<file path="src/rtl/exc_ctrl_pkg.sv">
// ---------------------------------------------------------------------------
// exc_ctrl_pkg
//   Shared CPU definitions used by the exception sequencer and its neighbours:
//   - encoder exception codes as produced by the MEM-stage priority encoder
//   - CP0 Cause.ExcCode field values
//   - CP0 Status bit indices
//   - the sequencer state encoding
//   No ports (package).
// ---------------------------------------------------------------------------
package exc_ctrl_pkg;

  // Encoder codes from the MEM stage (4 bits, 14..15 never mean anything).
  localparam logic [3:0] EXC_NONE = 4'd0;
  localparam logic [3:0] EXC_INT0 = 4'd1;
  localparam logic [3:0] EXC_INT1 = 4'd2;
  localparam logic [3:0] EXC_INT2 = 4'd3;
  localparam logic [3:0] EXC_INT3 = 4'd4;
  localparam logic [3:0] EXC_INT4 = 4'd5;
  localparam logic [3:0] EXC_INT5 = 4'd6;
  localparam logic [3:0] EXC_INT6 = 4'd7;
  localparam logic [3:0] EXC_INT7 = 4'd8;
  localparam logic [3:0] EXC_SYS  = 4'd9;
  localparam logic [3:0] EXC_RI   = 4'd10;
  localparam logic [3:0] EXC_TR   = 4'd11;
  localparam logic [3:0] EXC_OV   = 4'd12;
  localparam logic [3:0] EXC_ERET = 4'd13;

  // Cause.ExcCode values written to CP0.
  localparam logic [4:0] EXCCODE_INT = 5'd0;
  localparam logic [4:0] EXCCODE_SYS = 5'd8;
  localparam logic [4:0] EXCCODE_RI  = 5'd10;
  localparam logic [4:0] EXCCODE_OV  = 5'd12;
  localparam logic [4:0] EXCCODE_TR  = 5'd13;

  // Status register bit positions.
  localparam int STATUS_IE  = 0;
  localparam int STATUS_EXL = 1;

  // Sequencer states.
  typedef enum logic [1:0] {
    ST_IDLE     = 2'd0,
    ST_FLUSH    = 2'd1,
    ST_REDIRECT = 2'd2
  } exc_state_e;

  // Codes 14 and 15 are encoder garbage and behave exactly like EXC_NONE.
  function automatic logic isLegalCode(input logic [3:0] code);
    return (code >= EXC_INT0) && (code <= EXC_ERET);
  endfunction

endpackage

</file>
<file path="src/rtl/exc_ctrl_if.sv">
// ---------------------------------------------------------------------------
// exc_ctrl_if
//   Bundles every non-clock/reset signal of the exception sequencer.
//   slave  : the sequencer itself (consumes MEM/CP0/fetch info, drives the
//            flush, CP0 update and fetch redirect)
//   master : the surrounding pipeline (MEM encoder, CP0, fetch PC register)
//   Signals:
//     exc_code_i   encoder code        exc_pc_i   MEM-stage PC
//     exc_bd_i     delay-slot flag     cp0_status_i / cp0_epc_i  CP0 state
//     pc_ack_i     fetch accepted redirect
//     busy_o flush_o cp0_we_o epc_we_o epc_o cause_exccode_o cause_bd_o
//     exl_set_o exl_clr_o pc_we_o new_pc_o
// ---------------------------------------------------------------------------
interface exc_ctrl_if;
  import exc_ctrl_pkg::*;

  logic [3:0]  exc_code_i;
  logic [31:0] exc_pc_i;
  logic        exc_bd_i;
  logic [31:0] cp0_status_i;
  logic [31:0] cp0_epc_i;
  logic        pc_ack_i;

  logic        busy_o;
  logic        flush_o;
  logic        cp0_we_o;
  logic        epc_we_o;
  logic [31:0] epc_o;
  logic [4:0]  cause_exccode_o;
  logic        cause_bd_o;
  logic        exl_set_o;
  logic        exl_clr_o;
  logic        pc_we_o;
  logic [31:0] new_pc_o;

  modport slave (
    input  exc_code_i, exc_pc_i, exc_bd_i, cp0_status_i, cp0_epc_i, pc_ack_i,
    output busy_o, flush_o, cp0_we_o, epc_we_o, epc_o, cause_exccode_o,
           cause_bd_o, exl_set_o, exl_clr_o, pc_we_o, new_pc_o
  );

  modport master (
    output exc_code_i, exc_pc_i, exc_bd_i, cp0_status_i, cp0_epc_i, pc_ack_i,
    input  busy_o, flush_o, cp0_we_o, epc_we_o, epc_o, cause_exccode_o,
           cause_bd_o, exl_set_o, exl_clr_o, pc_we_o, new_pc_o
  );

endinterface

</file>
<file path="src/rtl/exc_ctrl.sv">
// ---------------------------------------------------------------------------
// exc_ctrl
//   Exception/interrupt sequencer. Takes the prioritised code from the MEM
//   stage, flushes the pipeline, issues a one-cycle CP0 update (EPC, Cause,
//   Status.EXL) and redirects fetch to the handler vector, or to EPC for ERET.
//   Parameters:
//     EXC_VECTOR    handler entry address
//     FLUSH_CYCLES  cycles flush_o is held (1..15)
//   Ports:
//     clk    clock
//     rst_n  synchronous active-low reset
//     bus    exc_ctrl_if.slave (see interface header for signal list)
//   Every output is a decode of registered state; exc_code_i only reaches
//   the outputs through the state/latch registers.
// ---------------------------------------------------------------------------
module exc_ctrl
  import exc_ctrl_pkg::*;
#(
  parameter logic [31:0] EXC_VECTOR   = 32'h0000_0020,
  parameter int          FLUSH_CYCLES = 1
) (
  input  logic        clk,
  input  logic        rst_n,
  exc_ctrl_if.slave   bus
);

  localparam logic [3:0] FLUSH_LAST = 4'(FLUSH_CYCLES - 1);

  exc_state_e  state_q,    state_d;
  logic [3:0]  flushCnt_q, flushCnt_d;
  logic [3:0]  code_q,     code_d;
  logic [31:0] pc_q,       pc_d;
  logic        bd_q,       bd_d;
  logic        exl_q,      exl_d;
  logic [31:0] target_q,   target_d;

  logic        busy;
  logic        flush;
  logic        cp0We;
  logic        epcWe;
  logic [31:0] epcData;
  logic [4:0]  excCode;
  logic        causeBd;
  logic        exlSet;
  logic        exlClr;
  logic        pcWe;
  logic [31:0] newPc;

  // Only Status.EXL matters here; the rest of Status is deliberately ignored.
  logic unused_status;
  assign unused_status = ^{bus.cp0_status_i[31:2], bus.cp0_status_i[STATUS_IE]};

  // Encoder code to Cause.ExcCode. All eight interrupt lines share "Int";
  // the handler reads Cause.IP to tell them apart.
  function automatic logic [4:0] mapExcCode(input logic [3:0] code);
    logic [4:0] result;
    result = EXCCODE_INT;
    case (code)
      EXC_SYS: result = EXCCODE_SYS;
      EXC_RI:  result = EXCCODE_RI;
      EXC_TR:  result = EXCCODE_TR;
      EXC_OV:  result = EXCCODE_OV;
      default: result = EXCCODE_INT;
    endcase
    return result;
  endfunction

  // State and latch registers. Reset drops any sequence in flight straight
  // back to IDLE, which also guarantees no late CP0 strobe.
  always_ff @(posedge clk) begin
    if (!rst_n) begin
      state_q    <= ST_IDLE;
      flushCnt_q <= 4'd0;
      code_q     <= EXC_NONE;
      pc_q       <= 32'd0;
      bd_q       <= 1'b0;
      exl_q      <= 1'b0;
      target_q   <= 32'd0;
    end else begin
      state_q    <= state_d;
      flushCnt_q <= flushCnt_d;
      code_q     <= code_d;
      pc_q       <= pc_d;
      bd_q       <= bd_d;
      exl_q      <= exl_d;
      target_q   <= target_d;
    end
  end

  // Next-state logic. Everything needed later in the sequence is captured on
  // the accepting edge so the MEM-stage inputs are free to change afterwards;
  // for ERET that includes EPC, so a CP0 write landing during the flush
  // cannot move the return address.
  always_comb begin
    state_d    = state_q;
    flushCnt_d = flushCnt_q;
    code_d     = code_q;
    pc_d       = pc_q;
    bd_d       = bd_q;
    exl_d      = exl_q;
    target_d   = target_q;

    case (state_q)
      ST_IDLE: begin
        if (isLegalCode(bus.exc_code_i)) begin
          state_d    = ST_FLUSH;
          flushCnt_d = 4'd0;
          code_d     = bus.exc_code_i;
          pc_d       = bus.exc_pc_i;
          bd_d       = bus.exc_bd_i;
          exl_d      = bus.cp0_status_i[STATUS_EXL];
          target_d   = (bus.exc_code_i == EXC_ERET) ? bus.cp0_epc_i : EXC_VECTOR;
        end
      end

      ST_FLUSH: begin
        if (flushCnt_q == FLUSH_LAST) begin
          state_d    = ST_REDIRECT;
          flushCnt_d = 4'd0;
        end else begin
          flushCnt_d = flushCnt_q + 4'd1;
        end
      end

      ST_REDIRECT: begin
        if (bus.pc_ack_i) begin
          state_d = ST_IDLE;
        end
      end

      default: begin
        state_d = ST_IDLE;
      end
    endcase
  end

  // Output decode. The CP0 strobe fires on the first flush cycle only. With
  // EXL already set we are nested inside a handler, so the original EPC and
  // BD must survive; only ExcCode and EXL are touched. Data buses are held
  // at zero whenever they are not being written.
  always_comb begin
    busy    = (state_q != ST_IDLE);
    flush   = 1'b0;
    cp0We   = 1'b0;
    epcWe   = 1'b0;
    epcData = 32'd0;
    excCode = 5'd0;
    causeBd = 1'b0;
    exlSet  = 1'b0;
    exlClr  = 1'b0;
    pcWe    = 1'b0;
    newPc   = 32'd0;

    case (state_q)
      ST_FLUSH: begin
        flush = 1'b1;
        if (flushCnt_q == 4'd0) begin
          cp0We = 1'b1;
          if (code_q == EXC_ERET) begin
            exlClr = 1'b1;
          end else begin
            exlSet  = 1'b1;
            excCode = mapExcCode(code_q);
            if (!exl_q) begin
              epcWe   = 1'b1;
              causeBd = bd_q;
              epcData = bd_q ? (pc_q - 32'd4) : pc_q;
            end
          end
        end
      end

      ST_REDIRECT: begin
        pcWe  = 1'b1;
        newPc = target_q;
      end

      default: begin
      end
    endcase
  end

  assign bus.busy_o          = busy;
  assign bus.flush_o         = flush;
  assign bus.cp0_we_o        = cp0We;
  assign bus.epc_we_o        = epcWe;
  assign bus.epc_o           = epcData;
  assign bus.cause_exccode_o = excCode;
  assign bus.cause_bd_o      = causeBd;
  assign bus.exl_set_o       = exlSet;
  assign bus.exl_clr_o       = exlClr;
  assign bus.pc_we_o         = pcWe;
  assign bus.new_pc_o        = newPc;

endmodule

</file>
<file path="src/flat_wrapper.sv">
// flat-port wrapper written by rule: the top's interface ports become plain ports
module exc_ctrl_flat import exc_ctrl_pkg::*;
#(
  parameter logic [31:0] EXC_VECTOR   = 32'h0000_0020,
  parameter int          FLUSH_CYCLES = 1
)
  (clk, rst_n, bus_exc_code_i, bus_exc_pc_i, bus_exc_bd_i, bus_cp0_status_i, bus_cp0_epc_i, bus_pc_ack_i, bus_busy_o, bus_flush_o, bus_cp0_we_o, bus_epc_we_o, bus_epc_o, bus_cause_exccode_o, bus_cause_bd_o, bus_exl_set_o, bus_exl_clr_o, bus_pc_we_o, bus_new_pc_o);
  exc_ctrl_if bus_i ();
  input  logic clk;
  input  logic rst_n;
  input wire logic [$bits(bus_i.exc_code_i)-1:0] bus_exc_code_i;
  input wire logic [$bits(bus_i.exc_pc_i)-1:0] bus_exc_pc_i;
  input wire logic [$bits(bus_i.exc_bd_i)-1:0] bus_exc_bd_i;
  input wire logic [$bits(bus_i.cp0_status_i)-1:0] bus_cp0_status_i;
  input wire logic [$bits(bus_i.cp0_epc_i)-1:0] bus_cp0_epc_i;
  input wire logic [$bits(bus_i.pc_ack_i)-1:0] bus_pc_ack_i;
  output wire logic [$bits(bus_i.busy_o)-1:0] bus_busy_o;
  output wire logic [$bits(bus_i.flush_o)-1:0] bus_flush_o;
  output wire logic [$bits(bus_i.cp0_we_o)-1:0] bus_cp0_we_o;
  output wire logic [$bits(bus_i.epc_we_o)-1:0] bus_epc_we_o;
  output wire logic [$bits(bus_i.epc_o)-1:0] bus_epc_o;
  output wire logic [$bits(bus_i.cause_exccode_o)-1:0] bus_cause_exccode_o;
  output wire logic [$bits(bus_i.cause_bd_o)-1:0] bus_cause_bd_o;
  output wire logic [$bits(bus_i.exl_set_o)-1:0] bus_exl_set_o;
  output wire logic [$bits(bus_i.exl_clr_o)-1:0] bus_exl_clr_o;
  output wire logic [$bits(bus_i.pc_we_o)-1:0] bus_pc_we_o;
  output wire logic [$bits(bus_i.new_pc_o)-1:0] bus_new_pc_o;
  assign bus_i.exc_code_i = bus_exc_code_i;
  assign bus_i.exc_pc_i = bus_exc_pc_i;
  assign bus_i.exc_bd_i = bus_exc_bd_i;
  assign bus_i.cp0_status_i = bus_cp0_status_i;
  assign bus_i.cp0_epc_i = bus_cp0_epc_i;
  assign bus_i.pc_ack_i = bus_pc_ack_i;
  assign bus_busy_o = bus_i.busy_o;
  assign bus_flush_o = bus_i.flush_o;
  assign bus_cp0_we_o = bus_i.cp0_we_o;
  assign bus_epc_we_o = bus_i.epc_we_o;
  assign bus_epc_o = bus_i.epc_o;
  assign bus_cause_exccode_o = bus_i.cause_exccode_o;
  assign bus_cause_bd_o = bus_i.cause_bd_o;
  assign bus_exl_set_o = bus_i.exl_set_o;
  assign bus_exl_clr_o = bus_i.exl_clr_o;
  assign bus_pc_we_o = bus_i.pc_we_o;
  assign bus_new_pc_o = bus_i.new_pc_o;
  exc_ctrl #(.EXC_VECTOR(EXC_VECTOR), .FLUSH_CYCLES(FLUSH_CYCLES)) u_core (.clk(clk), .rst_n(rst_n), .bus(bus_i));
endmodule
</file>
<file path="config.mk">
export PLATFORM = sky130hd
export DESIGN_NAME = exc_ctrl_flat
export DESIGN_NICKNAME = d
export VERILOG_FILES = /design/src/rtl/exc_ctrl_pkg.sv /design/src/rtl/exc_ctrl_if.sv /design/src/rtl/exc_ctrl.sv /design/src/flat_wrapper.sv
export SDC_FILE = /design/constraint.sdc
export NUM_CORES = 1
export LEC_CHECK = 0
export ABC_AREA = 1
export BUFFER_PORTS_ARGS = -buffer_cell sky130_fd_sc_hd__buf_2
export CAP_MARGIN = 20
export CORE_ASPECT_RATIO = 0.9
export CORE_MARGIN = 3
export CORE_UTILIZATION = 26
export DETAILED_ROUTE_END_ITERATION = 10
export GPL_ROUTABILITY_DRIVEN = 0
export PLACE_DENSITY = 0.49
export SYNTH_ARGS = -nofsm -noshare
export SYNTH_HDL_FRONTEND = slang
export SYNTH_SLANG_ARGS = --single-unit
</file>
<file path="constraint.sdc">
create_clock -name clk -period 1.48 [get_ports clk]
set_input_delay 0.074 -clock clk [delete_from_list [all_inputs] [get_ports clk]]
set_output_delay 0.074 -clock clk [all_outputs]
set_load 0.01 [all_outputs]
</file>
==> results of run 1 <==
-- where the power goes --
group / internal (mW) / switching [mW]
Clock: 1.36 / 0.930
Combinational: 1.12 / 1.44
Sequential: 2.31 / 0.161
-- cell families after synthesis --
kind of cell / count (synthesis) / synth area share, %
and+or+nand+nor: 244 / 26.5
AOI/OAI and AO/OA: 158 / 21.3
xor gates and xnor gates: 10 / 2.12
DFF: 76 / 36.8
adders and majority gates: 3 / 0.908
other: 1 / 0.0907
buffers and inverters: 119 / 12.2
-- registers in the layout, indices dropped and copies added (netlist names) --
name               flops
u_core.bd_q            1
u_core.code_q          4
u_core.exl_q           1
u_core.flushCnt_q      4
u_core.pc_q           32
u_core.state_q         2
u_core.target_q       32
-- placed cells by master (no fill, tap or decap), types with 2 or more instances in the layout --
| cell | n |
|---|---|
| o21ai_1 | 4 |
| nand3_2 | 2 |
| ha_4 | 2 |
| nand2_1 | 46 |
| clkinvlp_4 | 3 |
| a21oi_2 | 3 |
| dlygate4sd3_1 | 13 |
| a211oi_1 | 31 |
| o21ai_2 | 5 |
| nor3_4 | 2 |
| dfxtp_1 | 70 |
| nor3b_1 | 2 |
| inv_6 | 2 |
| buf_2 | 108 |
| nor2_2 | 30 |
| nor3_1 | 2 |
| nand4_1 | 2 |
| a21oi_1 | 70 |
| nor2_4 | 47 |
| nor2_1 | 73 |
| nand2_2 | 9 |
| o21ai_0 | 42 |
| buf_6 | 43 |
| inv_2 | 11 |
| nand2_4 | 7 |
| clkbuf_16 | 11 |
| xor2_1 | 10 |
| buf_12 | 10 |
| nor3_2 | 4 |
| buf_4 | 83 |
| nand3_1 | 14 |
| inv_1 | 73 |
| dfxtp_2 | 6 |
-- metrics by stage --
stage	TNS (ns)	total power, mW	utilization, %
6_report	-14.79	7.33	45.6
5_1_grt	-20.92	7.82	45.6
4_1_cts	-15.70	7.21	42.5
3_5_place_dp	-2.26	4.63	37.0
3_3_place_gp	-1.81	4.64	37.0
2_1_floorplan	-0.0579	3.72	-
-- routing by layer --
metal,GRT usage (%),up-vias
met4,3.16,0
met1,20.3,2108
met5,0,-
li1,-,2445
met2,25.5,136
met3,6.07,14
-- worst reg2reg max path: stages (launching register included) --
cell	delay (ns)
dfxtp_2	0.39
nor2_4	0.07
nand3_4	0.10
buf_12	0.21
inv_2	0.12
nor2_2	0.19
nand2_1	0.08
a21oi_1	0.12
-- worst max-delay path by stage --
stage                                 startpoint       endpoint  cells past startpoint
2_1_floorplan  u_core.flushCnt_q[0]$_SDFFE_PN0P_  bus_epc_o[24]                      9
3_3_place_gp         u_core.pc_q[2]$_SDFFE_PN0P_  bus_epc_o[29]                      9
3_5_place_dp   u_core.flushCnt_q[0]$_SDFFE_PN0P_  bus_epc_o[13]                     10
4_1_cts        u_core.flushCnt_q[0]$_SDFFE_PN0P_  bus_epc_o[17]                     11
5_1_grt        u_core.flushCnt_q[0]$_SDFFE_PN0P_  bus_epc_o[19]                     11
6_report       u_core.flushCnt_q[0]$_SDFFE_PN0P_   bus_epc_o[1]                     11
-- cell usage after synthesis --
| master | count | area, sq um |
|---|---|---|
| a211oi_1 | 31 | 233 |
| a21oi_1 | 73 | 365 |
| a31oi_1 | 1 | 6.26 |
| and2_1 | 1 | 6.26 |
| buf_1 | 3 | 11.3 |
| buf_2 | 11 | 55.1 |
| buf_4 | 2 | 15.0 |
| buf_6 | 3 | 33.8 |
| buf_8 | 1 | 15.0 |
| clkbuf_1 | 11 | 41.3 |
| clkinv_2 | 1 | 5.00 |
| conb_1 | 1 | 3.75 |
| dfxtp_1 | 76 | 1520 |
| ha_1 | 3 | 37.5 |
| inv_1 | 80 | 300 |
| inv_2 | 6 | 22.5 |
| inv_4 | 1 | 6.26 |
| nand2_1 | 54 | 203 |
| nand2_2 | 7 | 43.8 |
| nand2_4 | 1 | 11.3 |
| nand3_1 | 16 | 80.1 |
| nand3_2 | 1 | 10.0 |
| nand3b_1 | 1 | 7.51 |
| nand4_1 | 2 | 12.5 |
| nor2_1 | 131 | 492 |
| nor2_2 | 13 | 81.3 |
| nor2_4 | 6 | 67.6 |
| nor3_1 | 5 | 25.0 |
| nor3_2 | 2 | 20.0 |
| nor3_4 | 1 | 16.3 |
| nor3b_1 | 2 | 15.0 |
| nor4_1 | 1 | 6.26 |
| o21a_1 | 1 | 7.51 |
| o21ai_0 | 49 | 245 |
| o21ai_2 | 2 | 17.5 |
| o21bai_1 | 1 | 7.51 |
| xor2_1 | 10 | 87.6 |
-- cell type report --
| class | count | area (sq um) | share of cell area (%) |
|---|---|---|---|
| Clock buffer | 10 | 239 | 3.38 |
| Inverter | 88 | 347 | 4.90 |
| Sequential cell | 76 | 1530 | 21.6 |
| Timing Repair Buffer | 259 | 2030 | 28.7 |
| Tap cell | 202 | 253 | 3.58 |
| Multi-Input combinational cell | 416 | 2600 | 36.8 |
| Clock inverter | 6 | 70.1 | 0.992 |
-- timing repair --
action | in CTS | in global routing
resized for setup | 68 | 117
buffers inserted | 21 | 4
cloned | 1 | 3
hold buffers | 13 | 0
hold endpoints to repair | 13 | 0
setup endpoints to repair | 72 | 96
pin swaps | 11 | 9
==> flow_summary.toml, run 1 <==
[status]
outcome = "finished, violations left"
violations = "setup timing"

[critical_path]
crit_required_ns = 1.41
path_class = "flop to primary output"
reg2reg_slack_ns = 0.13
end_kind = "primary output"
cp-start-kind = "flop"
crit_arrival_ns = 1.85
cpMaxStageDelayCell = "dfxtp_2"
reg2reg_depth = 7
r2r_end = "u_core.flushCnt_q[2]$_SDFFE_PN0P_"
worst-path-buf-inv = 5
crit_family = "buffers and inverters"
r2r_start = "u_core.state_q[0]$_SDFFE_PN0P_"
cp_max_fo = 9
crit_chain = "inv_2 -> ha_4 -> nand2_4 -> nor2_4 -> nand2_4 -> nor3_4 -> buf_12 -> inv_8 -> buf_12 -> nor2_4 -> buf_6"
cpPeakStageDelay_ns = 0.32

[detailed_routing]
drt_iter0_markers = 153
wirelength_met1_um = 6300
vias = 4703
routed.top_layer = "met4"
post_drt_wl_per_cell_um = 13.5
wirelength_um = 14300
route.detailed.drc = 0
drt_first_pass_iters = 4
vias_per_cell = 4.45
met2_length_um = 6720
wl_met3_um = 1080
postRouteAntennaNets = 0

[floorplan]
die_y_um = 126
die_w_um = 139
fp.coreArea_sq_mm = 0.0155
io_pins = 181
rows = 43
initial_utilization_pct = 26.7
die_area_sq_mm = 0.0175

[global_routing]
grt_max_degree = 78
grtUsageTotal_pct = 15.8
grt_pass1_wl_um = 22600
globalRouteOverflowTotal = 0
grt_pass1_vias = 4617
grt_antenna_before_repair = 0

[placed_design]
numPortBuffers = 148
dp.final_hpwl_um = 9800
dpl_worst_slack_ns = -0.112
dp.cells = 1008
postPlaceCellArea_sq_mm = 0.00573

[clocking]
cts.sinks = 76
htreeDepth = 3
clock_latency_ns = 0.35
cts_tree = "yes"
ctsRootBufferMaster = "clkbuf_16"
numCtsBuffers = 9
clk_path_buf_depth = 2
cts.clk_slew.worst_paths_ns = 0.06

[timing]
setup_viol = 68
finalHoldViolCount = 0
fin_skew_ns = 0.00780
rsz0062_at_grt = "yes"
fin_crit_ns = 1.93
finalWorstSetupSlack_ns = -0.445
drv_slew = 0
fmaxAchievable_ghz = 0.519
fin_hold_ws_ns = 0.0102
final.period_utilization_pct = 130

[worst_hold_path]
hold_start = "bus_pc_ack_i"
holdCritPathClass = "primary input to flop"
hold_path_end = "u_core.state_q[1]$_SDFFE_PN0P_"
min_path_cells = 4

[cells_and_area]
area_growth_pct = 70.9
design_area_sq_mm = 0.00707
diodes = 0
final_cells = 1057
drive_above_1_share_pct = 46.3
num-fill-cells = 1586
final_nets = 957

[yosys]
synth.distinct_cells = 37
syn_inst = 611
yosysWarnings = 0
ys_seq_area_share_pct = 36.8
synthesis.area_sq_mm = 0.00414
synth_fp_nets = 718
syn_avg_cell_area_sq_um = 6.77
ys_ff_latch = 76

[pwr]
p_per_area_mw_per_mm2 = 1040
leakage_nw = 3.11
irDropWorstVdd_mv = 0.706

[job]
maxCapViolCount = 0
No activity file was read; power rests on OpenSTA's default activity.
==> inputs of run 2 (changes only) <==
--- a/config.mk
+++ b/config.mk
@@ -14,6 +14,7 @@
 export DETAILED_ROUTE_END_ITERATION = 10
 export GPL_ROUTABILITY_DRIVEN = 0
 export PLACE_DENSITY = 0.49
+export REMOVE_ABC_BUFFERS = 1
 export SYNTH_ARGS = -nofsm -noshare
 export SYNTH_HDL_FRONTEND = slang
 export SYNTH_SLANG_ARGS = --single-unit
==> run 2 against run 1 <==
Net effect: routed wire length down 2.1%; utilization is 2.0 points lower; count of clock-buffer cells in the layout is the same; combinational power fell by 6%; critical path depth is the same; first-iteration DRC count shrank 16%; cell count is 1.7% lower; design area shrank 4.4%; global-route usage shrank 1.0 points; the flow still finishes with violations (setup timing).
==> flow_summary.toml, run 2 (same netlist as run 1, synthesis figures left out) <==
[global_routing]
met1_usage_pct = 19.6
grtUsageTotal_pct = 14.8
grtUsageMet2_pct = 22.1
grt_pass1_wl_um = 21200
globalRouteOverflowTotal = 0
grt_antenna_before_repair = 1
grt_pass1_vias = 4302
grt_busiest_layer = "met2"
grt_max_degree = 53
grt.met3_usage_pct = 6.04

[pwr]
irDropWorstVdd_mv = 0.590
p_per_area_mw_per_mm2 = 1070
p_total_mw = 7.21
leakage_nw = 3.01

[timing]
fin_skew_ns = 0.00813
final.period_utilization_pct = 131
drv_slew = 0
fin_crit_ns = 1.94
rsz0062_at_grt = "yes"
finalWorstSetupSlack_ns = -0.457
fmaxAchievable_ghz = 0.516
finalHoldViolCount = 0
setup_viol = 58

[cells_and_area]
num-fill-cells = 1663
diodes = 0
final_core_util_pct = 43.6
design_area_sq_mm = 0.00676
layout_common_cells = "122 x buf_2, 90 x nor2_1, 73 x inv_1"
final_common_cell = "buf_2"
final_nets = 939
drive_above_1_share_pct = 42.7
reg_top3 = "u_core.pc_q (32), u_core.target_q (32)"
final_cells = 1039
area_growth_pct = 63.4

[placed_design]
postPlaceCellArea_sq_mm = 0.00560
dp.final_hpwl_um = 9620
dp.cells = 996
numPortBuffers = 148
dpl_worst_slack_ns = -0.144

[clocking]
cts.clk_slew.worst_paths_ns = 0.06
clk_path_buf_depth = 2
cts_tree = "yes"
htreeDepth = 3
ctsRootBufferMaster = "clkbuf_16"
numCtsBuffers = 9
cts.sinks = 76
clock_latency_ns = 0.35

[detailed_routing]
wirelength_um = 14000
postRouteAntennaNets = 0
vias_per_cell = 4.44
route.detailed.drc = 0
vias = 4616
drt_first_pass_iters = 4
post_drt_wl_per_cell_um = 13.4
drt_iter0_markers = 129

[critical_path]
crit_required_ns = 1.41
crit_arrival_ns = 1.86
cpMaxStageDelayCell = "dfxtp_2"
cpPeakStageDelay_ns = 0.32
crit_chain = "inv_2 -> ha_4 -> nand2_4 -> nor2_4 -> nand2_4 -> nor3_4 -> buf_12 -> buf_12 -> nand2_1 -> nor2_1 -> buf_2"
cp_max_fo = 14
path_class = "flop to primary output"
end_kind = "primary output"
cp-start-kind = "flop"

[floorplan]
initial_utilization_pct = 26.7
io_pins = 181
rows = 43
fp.coreArea_sq_mm = 0.0155
die_w_um = 139
die_area_sq_mm = 0.0175
die_y_um = 126

[worst_hold_path]
holdCritPathClass = "primary input to flop"

[job]
maxCapViolCount = 0

[status]
violations = "setup timing"
outcome = "finished, violations left"
## run 2: changes by cell type in the layout (fill, tap and decap cells not counted), moves of 4 or more
cell,before,now
buf_4,83,67
nor2_1,73,90
nor2_4,47,37
o21ai_1,4,0
buf_6,43,27
buf_2,108,122
o21ai_0,42,49
nand2_1,46,50
dlygate4sd3_1,13,9
nor2_2,30,23
## run 2: cell type report
class / count / area [sq um] / share of cell area, %
tap: 202 / 253 / 3.74
multi-input combinational: 416 / 2480 / 36.7
clock buffer: 10 / 239 / 3.54
clock inverter: 6 / 71.3 / 1.06
sequential: 76 / 1530 / 22.7
timing repair buffer: 241 / 1840 / 27.2
inverter: 88 / 344 / 5.09
## run 2: worst paths after layout
check	slack, ns	endpoint	cells after the start	startpoint
max	-0.46	bus_epc_o[28]	11	u_core.flushCnt_q[0]$_SDFFE_PN0P_
min	0.006	u_core.pc_q[7]$_SDFFE_PN0P_	3	bus_exc_pc_i[7]
max reg2reg	0.14	u_core.state_q[1]$_SDFFE_PN0P_	11	u_core.flushCnt_q[1]$_SDFFE_PN0P_
min reg2reg	0.47	u_core.target_q[8]$_SDFFE_PN0P_	2	u_core.target_q[8]$_SDFFE_PN0P_
## run 2: through the flow
step           hold WS, ns  TNS (ns)
2_1_floorplan        0.198   -148.55
3_3_place_gp         0.291     -2.24
5_1_grt             0.0179    -21.90
6_report           0.00619    -15.15
3_5_place_dp         0.298     -2.45
4_1_cts           0.000542    -15.03
## run 2: critical path: cells and delay by family (launching register included)
kind / cells / cell delay (ns)
fa+ha+maj: 1 / 0.14
buf+inv: 4 / 0.52
flops: 1 / 0.32
simple gates: 6 / 0.53
## run 2: timing repair
| action | 4_1_cts | 5_1_grt |
|---|---|---|
| endpoints found under the hold margin | 9 | 0 |
| gates cloned | 0 | 5 |
| buffers inserted | 5 | 8 |
| gates resized for setup | 36 | 105 |
| hold buffers | 9 | 0 |
| pin swaps | 10 | 9 |
| setup endpoints to repair | 41 | 106 |
## run 2: routing by layer
| metal | part of all wire (%) | wire length (um) | vias up |
|---|---|---|---|
| met5 | 0.093 | 13 | - |
| met4 | 1.2 | 173 | 2 |
| met3 | 8.6 | 1200 | 16 |
| met2 | 44 | 6200 | 132 |
| met1 | 46 | 6380 | 2058 |
| li1 | - | - | 2408 |
## run 2: power breakdown
group / leakage [nW] / internal, mW / switching, mW / total, mW
Sequential: 0.631 / 2.31 / 0.167 / 2.48
Combinational: 2.24 / 1.05 / 1.36 / 2.41
Clock: 0.145 / 1.36 / 0.959 / 2.32
